[src/rtl/core_wb_pkg.sv]
// Shared writeback definitions: request record, WB mux source selects and
// the arbitration-winner encoding.
package core_wb_pkg;

  localparam int unsigned WB_XLEN    = 32;
  localparam int unsigned WB_RADDR_W = 5;

  typedef struct packed {
    logic [WB_RADDR_W-1:0] rd;
    logic [WB_XLEN-1:0]    data;
  } wb_req_t;

  localparam logic [2:0] WB_SRC_ALU  = 3'd0;
  localparam logic [2:0] WB_SRC_DMEM = 3'd1;
  localparam logic [2:0] WB_SRC_PC4  = 3'd2;
  localparam logic [2:0] WB_SRC_IMM  = 3'd3;
  localparam logic [2:0] WB_SRC_CSR  = 3'd4;
  localparam logic [2:0] WB_SRC_MUL  = 3'd5;

  typedef enum logic [1:0] {
    WIN_NONE,
    WIN_PIPE,
    WIN_QUEUE,
    WIN_BYPASS
  } wb_win_e;

endpackage

[src/rtl/core_wb_fifo.sv]
// Synchronous FIFO with show-ahead head output. The caller guarantees no push
// when full unless it pops in the same cycle, and no pop when empty.
module core_wb_fifo
  import core_wb_pkg::*;
#(
  parameter int  DEPTH = 2,
  parameter type T     = wb_req_t
) (
  input  logic i_clk,
  input  logic i_rst,
  input  logic i_push,
  input  T     i_data,
  input  logic i_pop,
  output T     o_data,
  output logic o_full,
  output logic o_empty
);

  localparam int AW = $clog2(DEPTH);

  T               mem_q [DEPTH];
  logic [AW:0]    wr_ptr_q, rd_ptr_q;

  always_ff @(posedge i_clk) begin
    if (i_rst) begin
      wr_ptr_q <= '0;
      rd_ptr_q <= '0;
    end else begin
      if (i_push) wr_ptr_q <= wr_ptr_q + {{AW{1'b0}}, 1'b1};
      if (i_pop)  rd_ptr_q <= rd_ptr_q + {{AW{1'b0}}, 1'b1};
    end
  end

  // Push into a full FIFO lands in the slot being popped; the old head is
  // still read combinationally this cycle.
  always_ff @(posedge i_clk) begin
    if (i_push) mem_q[wr_ptr_q[AW-1:0]] <= i_data;
  end

  assign o_data  = mem_q[rd_ptr_q[AW-1:0]];
  assign o_empty = (wr_ptr_q == rd_ptr_q);
  assign o_full  = (wr_ptr_q[AW] != rd_ptr_q[AW]) &&
                   (wr_ptr_q[AW-1:0] == rd_ptr_q[AW-1:0]);

endmodule

[src/rtl/core_wb_arbiter.sv]
// Register-file write-port owner: arbitrates pipeline writeback against
// buffered or bypassed multiplier results and tracks outstanding mul rds.
module core_wb_arbiter
  import core_wb_pkg::*;
#(
  parameter int XLEN         = WB_XLEN,
  parameter int RADDR_W      = WB_RADDR_W,
  parameter int MUL_QDEPTH   = 2,
  parameter int STARVE_LIMIT = 4
) (
  input  logic                  i_clk,
  input  logic                  i_rst,
  input  logic                  i_pipe_we,
  input  logic [RADDR_W-1:0]    i_pipe_rd_addr,
  input  logic [XLEN-1:0]       i_pipe_rd_din,
  output logic                  o_pipe_stall,
  input  logic                  i_mul_issue,
  input  logic [RADDR_W-1:0]    i_mul_issue_rd,
  input  logic                  i_mul_valid,
  input  logic [RADDR_W-1:0]    i_mul_rd_addr,
  input  logic [XLEN-1:0]       i_mul_result,
  output logic                  o_mul_ready,
  output logic                  o_rf_we,
  output logic [RADDR_W-1:0]    o_rf_waddr,
  output logic [XLEN-1:0]       o_rf_wdata,
  output logic [2**RADDR_W-1:0] o_busy_mask
);

  localparam int AGE_W = $clog2(STARVE_LIMIT + 1);
  localparam logic [AGE_W-1:0] AGE_MAX = AGE_W'(STARVE_LIMIT);

  logic [AGE_W-1:0]       age_q, age_d;
  logic [2**RADDR_W-1:0]  busy_q, busy_d;

  wb_win_e  win;
  wb_req_t  head, push_req;
  logic     q_full, q_empty, head_req;
  logic     pipe_req, waw, age_inc, pop, push, bypass;
  logic     clr_valid;
  logic [RADDR_W-1:0] clr_rd;

  assign pipe_req = i_pipe_we && (i_pipe_rd_addr != '0);
  assign waw      = pipe_req && busy_q[i_pipe_rd_addr];
  assign head_req = !q_empty;

  always_comb begin
    win          = WIN_NONE;
    o_pipe_stall = 1'b0;
    age_inc      = 1'b0;
    if (head_req && (q_full || (age_q == AGE_MAX) || waw)) begin
      win          = WIN_QUEUE;
      o_pipe_stall = pipe_req;
    end else if (pipe_req && !waw) begin
      win     = WIN_PIPE;
      age_inc = head_req;
    end else if (head_req) begin
      win          = WIN_QUEUE;
      o_pipe_stall = waw;
    end else if (i_mul_valid) begin
      // FIFO is empty here; a WAW-blocked pipe must keep holding.
      win          = WIN_BYPASS;
      o_pipe_stall = waw;
    end else begin
      o_pipe_stall = waw;
    end
    if (i_rst) begin
      win          = WIN_NONE;
      o_pipe_stall = 1'b0;
      age_inc      = 1'b0;
    end
  end

  assign pop         = (win == WIN_QUEUE);
  assign bypass      = (win == WIN_BYPASS);
  assign o_mul_ready = !i_rst && (!q_full || pop);
  assign push        = i_mul_valid && o_mul_ready && !bypass;
  assign push_req    = '{rd: i_mul_rd_addr, data: i_mul_result};

  core_wb_fifo #(.DEPTH(MUL_QDEPTH), .T(wb_req_t)) u_fifo (
    .i_clk  (i_clk),
    .i_rst  (i_rst),
    .i_push (push),
    .i_data (push_req),
    .i_pop  (pop),
    .o_data (head),
    .o_full (q_full),
    .o_empty(q_empty)
  );

  always_comb begin
    o_rf_we    = 1'b0;
    o_rf_waddr = '0;
    o_rf_wdata = '0;
    clr_valid  = 1'b0;
    clr_rd     = '0;
    unique case (win)
      WIN_PIPE: begin
        o_rf_we    = 1'b1;
        o_rf_waddr = i_pipe_rd_addr;
        o_rf_wdata = i_pipe_rd_din;
      end
      WIN_QUEUE: begin
        o_rf_we    = (head.rd != '0);
        o_rf_waddr = head.rd;
        o_rf_wdata = head.data;
        clr_valid  = 1'b1;
        clr_rd     = head.rd;
      end
      WIN_BYPASS: begin
        o_rf_we    = (i_mul_rd_addr != '0);
        o_rf_waddr = i_mul_rd_addr;
        o_rf_wdata = i_mul_result;
        clr_valid  = 1'b1;
        clr_rd     = i_mul_rd_addr;
      end
      default: ;
    endcase
  end

  // Set after clear so a same-cycle issue to the retiring rd stays busy.
  always_comb begin
    busy_d = busy_q;
    if (clr_valid)   busy_d[clr_rd]         = 1'b0;
    if (i_mul_issue) busy_d[i_mul_issue_rd] = 1'b1;
    busy_d[0] = 1'b0;
  end

  always_comb begin
    age_d = age_q;
    if (pop)                            age_d = '0;
    else if (age_inc && age_q != AGE_MAX) age_d = age_q + {{(AGE_W-1){1'b0}}, 1'b1};
  end

  always_ff @(posedge i_clk) begin
    if (i_rst) begin
      age_q  <= '0;
      busy_q <= '0;
    end else begin
      age_q  <= age_d;
      busy_q <= busy_d;
    end
  end

  assign o_busy_mask = busy_q;

endmodule
[config.mk]
export PLATFORM = sky130hd
export DESIGN_NAME = core_wb_arbiter
export DESIGN_NICKNAME = d
export VERILOG_FILES = /design/src/rtl/core_wb_pkg.sv /design/src/rtl/core_wb_fifo.sv /design/src/rtl/core_wb_arbiter.sv
export SDC_FILE = /design/constraint.sdc
export NUM_CORES = 1
export LEC_CHECK = 0
export BUFFER_PORTS_ARGS = -buffer_cell sky130_fd_sc_hd__buf_2
export CAP_MARGIN = 10
export CORE_MARGIN = 2
export CORE_UTILIZATION = 35
export DETAILED_ROUTE_END_ITERATION = 7
export PLACE_DENSITY = 0.56
export SLEW_MARGIN = 20
export SYNTH_ARGS = -nofsm -noshare
export SYNTH_HDL_FRONTEND = slang
export SYNTH_SLANG_ARGS = --single-unit
[constraint.sdc]
create_clock -name i_clk -period 5.5 [get_ports i_clk]
set_input_delay 0.55 -clock i_clk [delete_from_list [all_inputs] [get_ports i_clk]]
set_output_delay 0.55 -clock i_clk [all_outputs]
set_load 0.05 [all_outputs]
==> summary.md, run 1 <==
| Metric | Value |
|---|---|
| Mean Syn Cell Area | 11.6 um^2 |
| P_int | 0.00191 W |
| Power Density | 415 nW/um^2 |
| NetSw | 0.00108 W |
| TritonCTS clock tree | yes |
| GPL Wtd Cong | 0.955 |
| Slew Viols, Final | 0 |
| Core area | 15900 um^2 |
| Number of global-route vias before repair | 4645 |
| Register area share after synthesis | 52.7% |
| Fin nets | 725 |
| Final instance area | 7220 um^2 |
| Placement Cell Area | 6640 um^2 |
| Detail Route Antenna Nets | 0 |
| Port bufs | 154 |
| Synth Register Bits | 113 |
| DR iter-0 viols | 310 |
| Peak VDD IR | 0.224 mV |
| Worst-path clk slew | 0.05 ns |
| Syn_nets | 578 |
| Switching Fraction | 36.1% |
| N_diodes | 0 |
| Via/cell ratio | 5.44 |
| Critical Path AT | 3.76 ns |
| HP Class | primary input to flop |
| WL/cell | 18.2 um |
| CTS Buf Count | 17 |
| Final Skew | 0.0106 ns |
| Post-synth cell types | 67 |
| Post-CTS setup buffers | 0 |
| Post-DP HPWL | 11300 um |
| Initial antenna violation count | 0 |
| Layout cell share with drive strength beyond 1 | 32.5% |
| Power Total | 0.00299 W |
| Post-route non-filler standard cell count | 868 |
| Num Clock Sinks | 113 |
| Crit path from | i_pipe_rd_addr[0] |
| Vias | 4726 |
| Fmax | 232 MHz |
| Synth Warn # | 0 |
| Leakage | 2.73 nW |
| Worst r2r src | o_busy_mask[6] |
| CTS max path bufs | 2 |
| P&R area growth vs syn | 26.6% |
| First-pass GRT wire length | 24800 um |
| Placed cells | 836 |
| Row count | 46 |
| # DRC | 0 |
| Final wirelength | 15800 um |
| Initial Util | 35.9% |
| Die area | 17300 um^2 |
| I/O pin count | 156 |
| Synth top area cells | edfxtp_1 39%, dfxtp_1 14%, mux2i_1 6.8%, a22oi_1 4.3%, o21ai_0 4.0% |
| Ys async rst share | 0% |
| Reg power frac | 33.1% |
| Ys flop type | edfxtp_1 |
| Final setup vio count | 0 |
| Crit Path Category | primary input to primary output |
| Synthesized area | 5700 um^2 |
| Height of the die | 132 um |
| CP Max Fanout | 32 |
| HP Start | i_mul_result[16] |
| Outcome | complete, no violations |
| PostCTS Resize Cnt | 0 |
| H-tree Lvls | 4 |
| Period utilisation layout | 78.3% |
| Post-synth top area share | 39.0% |
| Largest net degree at the start of global routing | 35 |
| Root Buffer | clkbuf_16 |
| Worst-Margin Slew | 0.843 ns |
| Die width | 132 um |
| Post-synth EDFFs | 74 |
| CTS hold repair buffers | 0 |
| Element type at the critical path start | primary input |
| Crit path capture type | primary output |
| First-pass DRT Iterations | 5 |
| Yosys top cell by area | edfxtp_1 |
| RSZ-0062 raised after global routing | no |
| Clock network power share | 35.7% |
| Final hold violation count | 0 |
| Min Clock Period, post-route | 4.31 ns |
| GR Overflow Total | 0 |
| Synth Instances | 492 |
| Comb power frac | 31.3% |
| Max cap viols | 0 |
| Worst skew pair latency | 0.41 ns |
| Setup TNS Final | 0 ns |
| GRT Util Overall | 18.2% |
| Worst Path Required | 4.95 ns |
| Worst slew margin | 43.5% |
-- area by class of cell --
class	instances	area (um^2)
fill	1526	8670
clock inverter	14	145
multi-input combinational	325	2450
tap	216	270
sequential	113	3000
clock buffer	18	429
inverter	20	75.1
timing repair buffer	162	843
-- worst max-delay path, stage by stage --
cell and delay, ns:
buf_2 0.28, mux4_1 0.62, a22o_1 0.25, a211oi_1 0.33, o21bai_1 0.16, nor3_2 0.53, buf_4 0.46, a22oi_1 0.13
o21ai_0 0.12, buf_2 0.30
-- flip-flops by register name (all words and copies together), names as in the netlist, named ones only --
name,flops
age_q,3
o_busy_mask,31
u_fifo.mem_q,74
u_fifo.rd_ptr_q,2
u_fifo.wr_ptr_q,2
-- through the flow --
| stage | util [%] | setup slack, ns | hold slack (ns) |
|---|---|---|---|
| 3_3_place_gp | 41.8 | 1.38 | 0.487 |
| 4_1_cts | 45.4 | 1.21 | 0.331 |
| 3_5_place_dp | 41.8 | 1.22 | 0.488 |
| 2_1_floorplan | - | 0.0892 | 0.471 |
| 6_report | 45.4 | 1.19 | 0.346 |
| 5_1_grt | 45.4 | 1.03 | 0.333 |
-- power groups by stage --
stage               Clock [W]  Combinational [W]  Sequential [W]
floorplan                   0           0.000728        0.000991
global placement            0           0.000928         0.00100
detailed placement          0           0.000934         0.00101
CTS                   0.00109           0.000936        0.000990
global route          0.00113           0.000995        0.000995
finish                0.00107           0.000936        0.000989
-- path summary, 6_finish.rpt --
check                                           end  slack [ns]  cells after the start
worst min-delay path            u_fifo.mem_q[1][16]        0.35                      1
worst max-delay path                 o_rf_wdata[25]        1.19                     10
worst max register to register      o_busy_mask[29]        2.13                      8
worst min register to register      o_busy_mask[19]        0.50                      2
-- logic make-up (layout without fill, tap and decap cells) --
kind of cell / count (synthesis) / in the layout / synth area share, %
muxes: 50 / 50 / 10.5
DFF: 113 / 113 / 52.7
adders and majority gates: 2 / 2 / 0.439
AOI/OAI and AO/OA: 152 / 152 / 20.4
other: 1 / 1 / 0.0658
xor gates and xnor gates: 8 / 8 / 1.23
and+or+nand+nor: 112 / 112 / 10.0
buffers and inverters: 54 / 214 / 4.63
-- cell usage after synthesis, types with 8 or more instances --
cell type  count
a21oi_1       15
a22oi_1       33
clkbuf_1      18
dfxtp_1       39
edfxtp_1      74
inv_1         19
mux2i_1       39
nand2_1       16
nand3_1        8
nor2_1        32
nor3_1        16
o21ai_0       46
o32ai_1       14
-- metal layers --
metal  global-route usage [%]  vias to the layer above  wire [um]
li1                         -                     2229          -
met1                     23.1                     2268       6820
met2                     29.7                      209       7600
met3                     5.44                       20       1170
met4                     6.16                        0        222
met5                        0                        -          0
-- layout by cell type (no fill, tap or decap), types with 5 or more instances in the layout --
cell type,synthesis,final
o32ai_1,14,14
and2_1,5,5
nor3_1,16,14
inv_1,19,19
clkinv_1,1,6
a21oi_1,15,15
a32o_1,5,5
clkbuf_16,0,17
nor2_1,32,32
mux2i_1,39,39
mux4_1,5,5
a22oi_1,33,33
buf_2,7,154
mux2_2,5,5
edfxtp_1,74,74
nand4_1,6,6
nand2_1,16,16
nor4_1,7,7
buf_4,2,7
nand3_1,8,8
dfxtp_1,39,38
o21ai_0,46,46
Power figures use the tool's default switching activity.
==> run 2, diff against run 1 <==
Settings changed: PLACE_DENSITY 0.56 to 0.54.
Clock period 5.5 ns to 4 ns, I/O delays scaled along.
==> run 2 against run 1 <==
Net effect: clock skew fell by 0.0015 ns; sequential share of layout area is 0.67 points lower; power rose by 43%; worst setup slack got worse by 0.84 ns; clock power grew 50%; sequential cell count unchanged.
==> summary.md, run 2 (same netlist as run 1, synthesis figures left out) <==
| Metric | Value |
|---|---|
| Switching Fraction | 36.1% (about the same) |
| Post-route non-filler standard cell count | 873 (+0.58%) |
| Number of global-route vias before repair | 4501 (-3.1%) |
| Clock network power share | 37.4% (+1.7 points) |
| Slew Viols, Final | 0 (unchanged) |
| Die width | 132 um (unchanged) |
| P_int | 0.00273 W (+43%) |
| Post-CTS setup buffers | 0 (unchanged) |
| Layout cell share with drive strength beyond 1 | 33.9% (+1.4 points) |
| Num Clock Sinks | 113 (unchanged) |
| WL/cell | 18.5 um (+1.4%) |
| Detail Route Antenna Nets | 0 (unchanged) |
| Peak VDD IR | 0.297 mV (+32%) |
| Worst skew pair latency | 0.41 ns (about the same) |
| First-pass DRT Iterations | 5 (unchanged) |
| Vias | 4772 (+0.97%) |
| Critical Path AT | 3.24 ns (-0.52 ns) |
| Worst Path Required | 3.60 ns (-1.35 ns) |
| Most frequent cells in the layout | 154 x buf_2, 74 x edfxtp_1, 46 x o21ai_0 |
| TritonCTS clock tree | yes |
| Crit path capture type | primary output |
| Comb power frac | 30.5% (-0.8 points) |
| Largest stage delay on the critical path | 0.69 ns (+0.07 ns) |
| # DRC | 0 (unchanged) |
| CTS max path bufs | 2 (unchanged) |
| GR Overflow Total | 0 (unchanged) |
| Worst-path clk slew | 0.06 ns (about the same) |
| GPL Wtd Cong | 0.841 (-12%) |
| Initial antenna violation count | 0 (unchanged) |
| NetSw | 0.00154 W (+43%) |
| Final Skew | 0.00915 ns (-0.00146 ns) |
| DR iter-0 viols | 267 (-14%) |
| Critical Path Most Common Cell | buf_2 |
| HP Class | primary input to flop |
| Fill cells | 1509 (-1.1%) |
| Final wirelength | 16100 um (+2.0%) |
| Die area | 17300 um^2 (unchanged) |
| Reg power frac | 32.0% (-1.1 points) |
| Fin nets | 730 (+0.69%) |
| Port bufs | 154 (unchanged) |
| Initial Util | 35.9% (unchanged) |
| CP max-delay cell | o211ai_4 |
| PostCTS Resize Cnt | 0 (unchanged) |
| Period utilisation layout | 91.1% |
| Power Density | 582 nW/um^2 (+40%) |
| CP Cell Sequence | buf_2 -> mux4_1 -> mux2_2 -> o22a_4 -> o211ai_4 -> buf_4 -> o21ai_0 -> buf_2 |
| Height of the die | 132 um (unchanged) |
| Final hold violation count | 0 (unchanged) |
| Row count | 46 (unchanged) |
| N_diodes | 0 (unchanged) |
| Max cap viols | 0 (unchanged) |
| CP Max Fanout | 26 (-19%) |
| Root Buffer | clkbuf_16 |
| RSZ-0062 raised after global routing | no |
| P&R area growth vs syn | 28.7% |
| CTS hold repair buffers | 0 (unchanged) |
| Max FFs per register | 74 (unchanged) |
| Delay-heaviest family, CP | compound AO/OA/AOI/OAI gates |
| Core area | 15900 um^2 (unchanged) |
| Leakage | 2.78 nW (+1.8%) |
| Crit Path Category | primary input to primary output |
| H-tree Lvls | 4 (unchanged) |
| GRT Util Overall | 18.1% (-0.15 points) |
| Bufs and invs on worst path | 3 (unchanged) |
| First-pass GRT wire length | 24400 um (-1.5%) |
| Worst-Margin Slew | 0.825 ns (-0.0183 ns) |
| Min Clock Period, post-route | 3.64 ns |
| CTS Buf Count | 17 (unchanged) |
| Worst slew margin | 44.7% (+1.3 points) |
| I/O pin count | 156 (unchanged) |
| Via/cell ratio | 5.47 (+0.40%) |
| Fmax | 274 MHz |
| Setup TNS Final | 0 ns (unchanged) |
| Final setup vio count | 0 (unchanged) |
| Largest net degree at the start of global routing | 39 (+11%) |
| Placed cells | 841 (+0.60%) |
| Post-DP HPWL | 11400 um (+1.4%) |
| Commonest non-fill, non-tap cell in the layout | buf_2 |
| Element type at the critical path start | primary input |
| Outcome | complete, no violations |
## run 2: changes by cell type in the layout (fill, tap and decap cells not counted), sizes merged
cell / before / now
buf: 162 / 167
bufinv: 3 / 4
clkinvlp: 1 / 3
clkbuf: 18 / 17
inv: 20 / 23
clkinv: 10 / 5
## run 2: through the flow
step | setup WS, ns | power [W] | cell area (um^2) | util [%] | hold slack (ns)
2_1_floorplan | 0.0335 | 0.00236 | 5710 | - | 0.471
3_3_place_gp | 0.417 | 0.00268 | 6710 | 42.2 | 0.494
3_5_place_dp | 0.365 | 0.00269 | 6710 | 42.2 | 0.486
4_1_cts | 0.351 | 0.00430 | 7340 | 46.2 | 0.171
5_1_grt | 0.156 | 0.00444 | 7340 | 46.2 | 0.177
6_report | 0.357 | 0.00427 | 7340 | 46.2 | 0.190
## run 2: path summary, 6_finish.rpt
kind                      from                 end  slack [ns]  cells past startpoint
max          i_pipe_rd_addr[0]      o_rf_wdata[13]        0.36                      8
min            i_mul_result[1]  u_fifo.mem_q[0][1]        0.19                      1
max reg2reg    o_busy_mask[30]      o_busy_mask[7]        0.88                      7
min reg2reg    o_busy_mask[19]     o_busy_mask[19]        0.50                      2
## run 2: routing by layer
metal,routed length (um),vias up,share of wire [%],global-route usage [%]
li1,-,2250,-,-
met5,0,-,0,0
met4,288,0,1.8,6.82
met3,1080,22,6.7,4.48
met1,7090,2287,44,23.8
met2,7650,213,47,28.8
## run 2: power groups by stage
stage	Clock [W]	Combinational (W)	Sequential [W]
3_5_place_dp	0	0.00130	0.00139
4_1_cts	0.00163	0.00131	0.00137
6_report	0.00160	0.00130	0.00137
3_3_place_gp	0	0.00129	0.00139
2_1_floorplan	0	0.00100	0.00136
5_1_grt	0.00168	0.00138	0.00138
## run 2: area by class of cell
| cell class | count | area [um^2] | share of cell area (%) |
|---|---|---|---|
| clock buffer | 17 | 425 | 5.80 |
| tap | 216 | 270 | 3.68 |
| sequential | 113 | 3000 | 40.9 |
| clock inverter | 15 | 205 | 2.80 |
| timing repair buffer | 167 | 893 | 12.2 |
| inverter | 20 | 75.1 | 1.02 |
| multi-input combinational | 325 | 2460 | 33.6 |
## run 2: worst reg2reg max path, delay by kind of cell (launching register included)
kind / cells / cell delay (ns)
multiplexers: 2 / 0.81
AO/OA/AOI/OAI: 5 / 1.82
flip-flops: 1 / 0.34
